$ cat src/rtl/wb_ram_arbiter_pkg.sv
// Shared definitions for the tagged-RAM Wishbone arbiter: size-select codes,
// sequencer state encodings and a legality helper.
package wb_ram_arbiter_pkg;

  localparam logic [3:0] WB_SEL_BYTE = 4'b0001;
  localparam logic [3:0] WB_SEL_HALF = 4'b0011;
  localparam logic [3:0] WB_SEL_WORD = 4'b1111;
  localparam logic [3:0] WB_SEL_TAG  = 4'b0101;

  localparam logic [1:0] ST_IDLE   = 2'd0;
  localparam logic [1:0] ST_ISSUE  = 2'd1;
  localparam logic [1:0] ST_SETTLE = 2'd2;

  function automatic logic sel_legal(input logic [3:0] sel);
    return (sel == WB_SEL_BYTE) || (sel == WB_SEL_HALF) ||
           (sel == WB_SEL_WORD) || (sel == WB_SEL_TAG);
  endfunction

endpackage

$ cat src/rtl/wb_ram_arbiter_rr_arb2.sv
// Two-input round-robin pick: a lone requester wins; on a tie the port that
// was not served last wins. Purely combinational.
module wb_ram_arbiter_rr_arb2 (
  input  logic [1:0] req,
  input  logic       last_grant,
  output logic [1:0] grant
);

  always_comb begin
    grant = 2'b00;
    unique case (req)
      2'b01:   grant = 2'b01;
      2'b10:   grant = 2'b10;
      2'b11:   grant = last_grant ? 2'b01 : 2'b10;
      default: grant = 2'b00;
    endcase
  end

endmodule

$ cat src/rtl/wb_ram_arbiter.sv
// Two-master Wishbone sequencer in front of the tagged RAM slave: registers the
// granted request, holds it through the slave's post-ack settle window and
// attributes tag-mismatch interrupts to the master that caused them.
module wb_ram_arbiter
  import wb_ram_arbiter_pkg::*;
#(
  parameter int unsigned WB_DATA_WIDTH = 32,
  parameter int unsigned WB_ADDR_WIDTH = 32,
  parameter int unsigned WB_SEL_WIDTH  = 4,
  parameter int unsigned SETTLE_CYCLES = 3
) (
  input  logic                     wb_clk_i,
  input  logic                     wb_rst_i,
  input  logic [WB_ADDR_WIDTH-1:0] m0_addr_i,
  input  logic [WB_DATA_WIDTH-1:0] m0_data_i,
  input  logic [WB_SEL_WIDTH-1:0]  m0_sel_i,
  input  logic                     m0_we_i,
  input  logic                     m0_cyc_i,
  input  logic                     m0_stb_i,
  input  logic                     m0_check_tags_i,
  output logic                     m0_ack_o,
  output logic                     m0_err_o,
  output logic [WB_DATA_WIDTH-1:0] m0_data_o,
  input  logic [WB_ADDR_WIDTH-1:0] m1_addr_i,
  input  logic [WB_DATA_WIDTH-1:0] m1_data_i,
  input  logic [WB_SEL_WIDTH-1:0]  m1_sel_i,
  input  logic                     m1_we_i,
  input  logic                     m1_cyc_i,
  input  logic                     m1_stb_i,
  input  logic                     m1_check_tags_i,
  output logic                     m1_ack_o,
  output logic                     m1_err_o,
  output logic [WB_DATA_WIDTH-1:0] m1_data_o,
  output logic [WB_ADDR_WIDTH-1:0] s_addr_o,
  output logic [WB_DATA_WIDTH-1:0] s_data_o,
  output logic [WB_SEL_WIDTH-1:0]  s_sel_o,
  output logic                     s_we_o,
  output logic                     s_cyc_o,
  output logic                     s_stb_o,
  output logic                     s_check_tags_o,
  input  logic                     s_ack_i,
  input  logic [WB_DATA_WIDTH-1:0] s_data_i,
  input  logic                     s_tag_mismatch_i,
  input  logic                     clear_mismatch_i,
  output logic                     s_clear_mismatch_o,
  output logic [1:0]               grant_o,
  output logic [1:0]               mismatch_src_o
);

  localparam int unsigned CntW = (SETTLE_CYCLES > 1) ? $clog2(SETTLE_CYCLES) : 1;

  logic [1:0]               state_q, state_d;
  logic [1:0]               grant_q;
  logic [1:0]               err_q;
  logic                     stb_q;
  logic                     abort_q;
  logic                     last_grant_q;
  logic                     last_owner_q;
  logic                     mm_prev_q;
  logic [1:0]               mm_src_q;
  logic [CntW-1:0]          cnt_q;
  logic [WB_ADDR_WIDTH-1:0] addr_q;
  logic [WB_DATA_WIDTH-1:0] data_q;
  logic [WB_SEL_WIDTH-1:0]  sel_q;
  logic                     we_q;
  logic                     check_q;

  logic [1:0]               req;
  logic [1:0]               pick;
  logic                     pick_idx;
  logic [WB_ADDR_WIDTH-1:0] pick_addr;
  logic [WB_DATA_WIDTH-1:0] pick_data;
  logic [WB_SEL_WIDTH-1:0]  pick_sel;
  logic                     pick_we;
  logic                     pick_check;
  logic                     pick_legal;
  logic                     arb_en;
  logic                     issue_start;
  logic                     err_start;
  logic                     ack_in;
  logic                     owner;
  logic                     owner_cyc;
  logic                     mm_owner;

  // A port whose error pulse is showing is masked so one bad request errors once.
  assign req = {m1_cyc_i & m1_stb_i & ~err_q[1], m0_cyc_i & m0_stb_i & ~err_q[0]};

  wb_ram_arbiter_rr_arb2 u_rr_arb2 (
    .req        (req),
    .last_grant (last_grant_q),
    .grant      (pick)
  );

  assign pick_idx   = pick[1];
  assign pick_addr  = pick_idx ? m1_addr_i       : m0_addr_i;
  assign pick_data  = pick_idx ? m1_data_i       : m0_data_i;
  assign pick_sel   = pick_idx ? m1_sel_i        : m0_sel_i;
  assign pick_we    = pick_idx ? m1_we_i         : m0_we_i;
  assign pick_check = pick_idx ? m1_check_tags_i : m0_check_tags_i;
  assign pick_legal = sel_legal(pick_sel);

  // The last settle cycle doubles as an arbitration slot so a waiting master's
  // strobe rises right after the slave's window closes.
  assign arb_en      = (state_q == ST_IDLE) || ((state_q == ST_SETTLE) && (cnt_q == '0));
  assign issue_start = arb_en && (pick != 2'b00) && pick_legal;
  assign err_start   = arb_en && (pick != 2'b00) && !pick_legal;
  assign ack_in      = (state_q == ST_ISSUE) && s_ack_i;

  assign owner     = grant_q[1];
  assign owner_cyc = owner ? m1_cyc_i : m0_cyc_i;
  assign mm_owner  = (state_q == ST_ISSUE) ? owner : last_owner_q;

  always_comb begin
    state_d = state_q;
    unique case (state_q)
      ST_IDLE:   if (issue_start) state_d = ST_ISSUE;
      ST_ISSUE:  if (s_ack_i) state_d = ST_SETTLE;
      ST_SETTLE: if (cnt_q == '0) state_d = issue_start ? ST_ISSUE : ST_IDLE;
      default:   state_d = ST_IDLE;
    endcase
  end

  always_ff @(posedge wb_clk_i or posedge wb_rst_i) begin
    if (wb_rst_i) begin
      state_q      <= ST_IDLE;
      grant_q      <= 2'b00;
      err_q        <= 2'b00;
      stb_q        <= 1'b0;
      abort_q      <= 1'b0;
      last_grant_q <= 1'b1;
      last_owner_q <= 1'b0;
      mm_prev_q    <= 1'b0;
      mm_src_q     <= 2'b00;
      cnt_q        <= '0;
      addr_q       <= '0;
      data_q       <= '0;
      sel_q        <= '0;
      we_q         <= 1'b0;
      check_q      <= 1'b0;
    end else begin
      state_q   <= state_d;
      err_q     <= err_start ? pick : 2'b00;
      mm_prev_q <= s_tag_mismatch_i;

      if (issue_start) begin
        addr_q  <= pick_addr;
        data_q  <= pick_data;
        sel_q   <= pick_sel;
        we_q    <= pick_we;
        check_q <= pick_check && (pick_sel != WB_SEL_TAG);
        grant_q <= pick;
        stb_q   <= 1'b1;
        abort_q <= 1'b0;
      end else if (ack_in) begin
        stb_q        <= 1'b0;
        last_grant_q <= owner;
        last_owner_q <= owner;
        cnt_q        <= CntW'(SETTLE_CYCLES - 1);
      end else if (state_q == ST_SETTLE) begin
        if (cnt_q == '0) grant_q <= 2'b00;
        else cnt_q <= cnt_q - 1'b1;
      end

      // Owner gave up mid-cycle: finish with the slave but swallow its ack.
      if ((state_q == ST_ISSUE) && !owner_cyc) abort_q <= 1'b1;

      if (clear_mismatch_i) mm_src_q <= 2'b00;
      else if (s_tag_mismatch_i && !mm_prev_q) mm_src_q[mm_owner] <= 1'b1;
    end
  end

  assign s_addr_o           = addr_q;
  assign s_data_o           = data_q;
  assign s_sel_o            = sel_q;
  assign s_we_o             = we_q;
  assign s_cyc_o            = stb_q;
  assign s_stb_o            = stb_q;
  assign s_check_tags_o     = check_q;
  assign s_clear_mismatch_o = clear_mismatch_i;
  assign grant_o            = grant_q;
  assign mismatch_src_o     = mm_src_q;

  assign m0_ack_o  = ack_in && grant_q[0] && !abort_q && m0_cyc_i;
  assign m1_ack_o  = ack_in && grant_q[1] && !abort_q && m1_cyc_i;
  assign m0_err_o  = err_q[0];
  assign m1_err_o  = err_q[1];
  assign m0_data_o = grant_q[0] ? s_data_i : '0;
  assign m1_data_o = grant_q[1] ? s_data_i : '0;

endmodule

$ cat config.mk
export PLATFORM = sky130hd
export DESIGN_NAME = wb_ram_arbiter
export DESIGN_NICKNAME = d
export VERILOG_FILES = /design/src/rtl/wb_ram_arbiter_pkg.sv /design/src/rtl/wb_ram_arbiter_rr_arb2.sv /design/src/rtl/wb_ram_arbiter.sv
export SDC_FILE = /design/constraint.sdc
export NUM_CORES = 1
export LEC_CHECK = 0
export CAP_MARGIN = 20
export CORE_AREA = 3 3 127 129
export DETAILED_ROUTE_END_ITERATION = 12
export DIE_AREA = 0 0 130 132
export PLACE_DENSITY = 0.77
export SLEW_MARGIN = 30
export SYNTH_ARGS = -nofsm -noshare
export SYNTH_HDL_FRONTEND = slang
export SYNTH_SLANG_ARGS = --single-unit
$ cat constraint.sdc
create_clock -name wb_clk_i -period 3.53 [get_ports wb_clk_i]
set_clock_uncertainty 0.2 [all_clocks]
set_input_delay 0.5295 -clock wb_clk_i [delete_from_list [all_inputs] [get_ports wb_clk_i]]
set_output_delay 0.5295 -clock wb_clk_i [all_outputs]
set_load 0.02 [all_outputs]
# After elaboration in Yosys (flattened, before gate mapping)

Cells that the tools add are included.

$add $sub $neg: 1
Magnitude comparators: 2
Eq/ne operators: 15
Multiplexer cells: 32
Bitwise operators: 8
Reduce and logical (&&, ||, !) cells: 36

Operators by type and width:

| kind                                                                  | count |
|---|---|
| 32-bit two-way mux                                                    | 4 |
| 2-bit two-way mux                                                     | 14 |
| 1-bit logical AND                                                     | 15 |
| 2-bit nonzero test                                                    | 7 |
| 2-bit case mux with 3 select lines                                    | 2 |
| 1-bit two-way mux                                                     | 10 |
| 3-bit AND reduction                                                   | 3 |
| 2-bit != test (second input constant)                                 | 4 |
| 2-bit == test (second input constant)                                 | 3 |
| 1-bit bitwise AND                                                     | 4 |
| 2-bit by 1-bit == test with 1-bit output (second input constant)      | 2 |
| 4-bit by 1-bit == test with 1-bit output (second input constant)      | 1 |
| 4-bit by 2-bit == test with 1-bit output (second input constant)      | 1 |
| 4-bit by 3-bit == test with 1-bit output (second input constant)      | 1 |
| 4-bit == test (second input constant)                                 | 1 |
| 1-bit zero test                                                       | 4 |
| 2-bit zero test                                                       | 2 |
| 1-bit logical OR                                                      | 4 |
| 4-bit two-way mux                                                     | 1 |
| 4-bit by 3-bit != test with 1-bit output (second input constant)      | 1 |
| 1-bit NOT                                                             | 3 |
| 1-bit by 2-bit < comparator with 1-bit output (second input constant) | 1 |
| 2-bit by 1-bit != test with 1-bit output (second input constant)      | 1 |
| 2-bit OR                                                              | 1 |
| other kinds (4)                                                       | 4 |

Flip-flop bits (word level): 85
Bits of input ports: 181

# Logic depth before layout (Yosys ltp)

Depth in word-level cells: 13
Gate-level depth with buffers: 7
Depth with buffers taken out: 6

# Modules after synthesis

Synthesis repeated with hierarchy kept, for this count alone.

Cell total of the unflattened synthesis: 383
Area total of the unflattened synthesis: 4,803.4 sq um

By module, submodules not included:

| module                 | times used | cells each | area each (sq um) | sequential area each (sq um) |
|---|---|---|---|---|
| wb_ram_arbiter         | 1          | 380        | 4,784.6           | 2,128.3 |
| wb_ram_arbiter_rr_arb2 | 1          | 3          | 18.8              | 0.0 |

# Worst setup path before layout

No wires, ideal clock.

Kind: flip-flop to output port
Start point: reg state_q[1]
End point: out m0_ack_o
Arrival time: 1.433 ns
Data required time: 2.800 ns
Path slack: 1.368 ns
Cell stages (with the launch flop): 5
Path through: dfrtp_1 > clkbuf_1 > nor2b_1 > nand2_1 > nor3_1

Longest elaborated chain between the ends: 5

Ends and longest elaborated chain:

| item                                     | line                  | text |
|---|---|---|
| from (decl)                              | wb_ram_arbiter.sv:52  | `logic [1:0] state_q, state_d;` |
| from (signal assigned)                   | wb_ram_arbiter.sv:141 | `state_q <= state_d;` |
| 2-bit by 1-bit == test with 1-bit output | wb_ram_arbiter.sv:107 | `assign ack_in = (state_q == ST_ISSUE) && s_ack_i;` |
| 1-bit logical AND                        | wb_ram_arbiter.sv:107 |  |
| 1-bit logical AND (3 in a row)           | wb_ram_arbiter.sv:183 | `assign m0_ack_o = ack_in && grant_q[0] && !abort_q && m0_cyc_i;` |
| to (decl)                                | wb_ram_arbiter.sv:21  | `output logic m0_ack_o,` |

No other way between the ends.

# Worst setup path in the final report

Start point: reg state_q[1]
End point: out m1_ack_o

Longest elaborated chain between the ends: 5

Ends and longest elaborated chain:

| item                                     | line                  | text |
|---|---|---|
| 2-bit by 1-bit == test with 1-bit output | wb_ram_arbiter.sv:107 |  |
| 1-bit logical AND                        | wb_ram_arbiter.sv:107 |  |
| 1-bit logical AND (3 in a row)           | wb_ram_arbiter.sv:184 | `assign m1_ack_o = ack_in && grant_q[1] && !abort_q && m1_cyc_i;` |
| to (decl)                                | wb_ram_arbiter.sv:31  | `output logic m1_ack_o,` |

No other way between the ends.

==> impl_metrics.toml <==
[synth]
synth.most_common_cell = "nand2_1"
netlist_area_um2 = 4960
synth_top_area_cell = "dfrtp_1"
synth_top_flop_cell = "dfrtp_1"
async_reset_ff_share_pct = 100
synth_common_cells = "nand2_1 (214), dfrtp_1 (84), mux2_4 (66), and2_1 (64), clkbuf_1 (17)"
synth_edf_count = 0
syn-num-nets = 702
synth_top_area_share_pct = 42.4
synth-seq-area-share_pct = 42.9
synth_cell_type_count = 34
yosysWarnings = 0
ys_ff_latch = 85
synthCells = 520
synth.avg_cell_area_um2 = 9.53
synth_area_leaders = "dfrtp_1 (42%), mux2_4 (20%), nand2_1 (16%), and2_1 (8.1%), buf_6 (1.6%)"

[floorplanning]
rows = 45
floorplan.initialDensity_pct = 32.7
fp.dieH_um = 132
die_w_um = 130
core_um2 = 15100
ios = 326
die_area_um2 = 17200

[min_path]
hold_depth = 1
min_to = "s_sel_o[0]$_DFFE_PP0P_"
hp-start = "s_sel_o[0]$_DFFE_PP0P_"
hp-class = "register to register"

[detailed_routing]
drtPass1Iterations = 4
antenna_left = 0
drc_errors = 0
via_per_inst = 4.50
first_iter_violations = 187
postRouteWirelength_um = 16800
vias = 4615
post_drt_wl_per_cell_um = 16.4

[pwr]
p_leak_nw = 3.93
peakVddDrop_mv = 0.385
power.density_nw_per_um2 = 729

[setup_path]
r2r-start = "cnt_q[0]$_DFFE_PP0P_"
worst_ep_arrival_time_ps = 2230
worstReg2RegEnd = "s_data_o[16]$_DFFE_PP0P_"
worst-path-max-fanout = 8
crit_type = "register to output pin"
crit_path_end_kind = "output pin"
start_kind = "register"
r2r_cells = 7
worst_ep_required_time_ps = 2800
r2r_slack_ps = 1230

[layout]
drive_gt1_share_pct = 12.4
final_nets = 1014
utilization_pct = 57.4
fill_cells = 1308
syn_to_final_growth_pct = 75.3

[timing]
slew_headroom_pct = 51.0
finalSetupViolCount = 0
drv_slew = 0
rsz0062_at_grt = "no"
finalCritPeriodShare_pct = 83.7
period_needed_ps = 2950
fmax_mhz = 338
hold_violations = 0
tns_ps = 0
tightest_slew_ps = 735

[placed_design]
place.port_buffers = 325
hpwl_um = 13500
gp_congestion = 0.827

[clocking]
ctsResizeCount = 0
cts.sinks = 85
cts_tree = "built"
numCtsBuffers = 9
cts-htree-levels = 3
clk_pin_slew_worst_paths_ps = 70
clock_latency_ps = 340
postCtsHoldBufs = 0
post-cts-setup-buffers = 0
cts-root-buf = "clkbuf_16"
clk_path_buf_depth = 2

[global_routing]
grt_max_degree = 69
antenna_found_initial = 1
grt_usage_pct = 18.9
grt_pass1_wl_um = 25000
grt_pass1_vias = 4556
grt_remaining_overflow = 0

[job]
max-cap-violations = 0

[outcome]
status = "finished, final reports clean"
==> worst max-delay path, cell delays in order, from the launching register on <==
cell             delay [ps]
dfrtp_1                 460
nor2b_1                 330
nand2_1                 240
nor3_1                  220
clkdlybuf4s50_1         640
==> worst max-delay path by stage <==
stage                           startpoint                        to  slack, ps  depth (start not counted)
global route        state_q[1]$_DFFE_PP0P_                  m1_ack_o        460                          4
finish              state_q[1]$_DFFE_PP0P_                  m1_ack_o        580                          4
CTS                 state_q[1]$_DFFE_PP0P_                  m1_ack_o        580                          4
global placement               m1_sel_i[3]  s_data_o[16]$_DFFE_PP0P_        720                          7
floorplan                         wb_rst_i       abort_q$_DFFE_PP0P_        610                          1
detailed placement                m0_cyc_i  s_data_o[16]$_DFFE_PP0P_        680                          7
==> sequential cells by signal, summed over array words and instances (netlist names) <==
name,flops
s_data_o,32
state_q,2
mm_prev_q,1
s_we_o,1
mismatch_src_o,2
s_addr_o,32
abort_q,1
last_grant_q,1
s_check_tags_o,1
last_owner_q,1
grant_o,2
s_sel_o,4
cnt_q,2
s_cyc_o,1
err_q,2
==> area by class of cell <==
type,instances,area [um2],area share (%)
Clock inverter,7,105,1.21
Timing Repair Buffer,333,3350,38.6
Antenna cell,1,2.50,0.0288
Inverter,5,20.0,0.230
Clock buffer,9,225,2.59
Sequential cell,85,2130,24.5
Tap cell,188,235,2.71
Multi-Input combinational cell,398,2620,30.2
==> stage by stage <==
stage	cell area (um2)	power, mW	setup slack, ps	std cells	hold WS (ps)
floorplan	4960	3.60	609	520	279
global placement	8360	5.30	723	1009	253
detailed placement	8360	5.34	679	1009	283
CTS	8690	6.42	583	1025	299
global route	8690	6.68	455	1026	327
finish	8690	6.34	575	1026	291
==> report_power, final <==
part	internal [mW]	total, mW	switching (mW)
logic	1.94	3.56	1.62
clock network	0.631	1.04	0.413
registers	1.43	1.73	0.299
total	4.00	6.34	2.33
==> layer usage <==
metal / GRT usage [%] / wire, um / up-vias
li1: - / - / 2283
met1: 19.3 / 6050 / 2115
met2: 36.0 / 9150 / 197
met3: 5.31 / 1300 / 20
met4: 6.47 / 326 / 0
met5: 0 / 0 / -
==> layout by cell type (no fill, tap or decap), types with 2 or more instances in the layout <==
cell type / synthesis / layout
a21oi_1: 4 / 4
or4bb_1: 2 / 2
clkdlybuf4s50_1: 0 / 325
mux2_2: 5 / 5
inv_6: 0 / 2
inv_1: 5 / 4
nand2_1: 214 / 214
buf_12: 0 / 3
nor2_1: 5 / 5
buf_4: 2 / 5
mux2i_1: 3 / 3
and3_1: 2 / 2
nand3b_1: 2 / 2
nand2b_1: 2 / 2
and2_1: 64 / 64
dfrtp_1: 84 / 84
clkbuf_16: 0 / 9
nand3_1: 3 / 3
bufinv_16: 0 / 2
o21ai_0: 5 / 5
nor3_1: 4 / 4
o21a_1: 4 / 4
mux2_4: 66 / 66
==> cells by family after synthesis <==
logic type	after synthesis	share of synthesized area (%)
flops	85	42.9
compound gates	19	2.88
fa+ha+maj	1	0.252
buf+inv	37	4.16
mux	74	21.7
simple gates	304	28.0
Power figures use the tool's default switching activity.
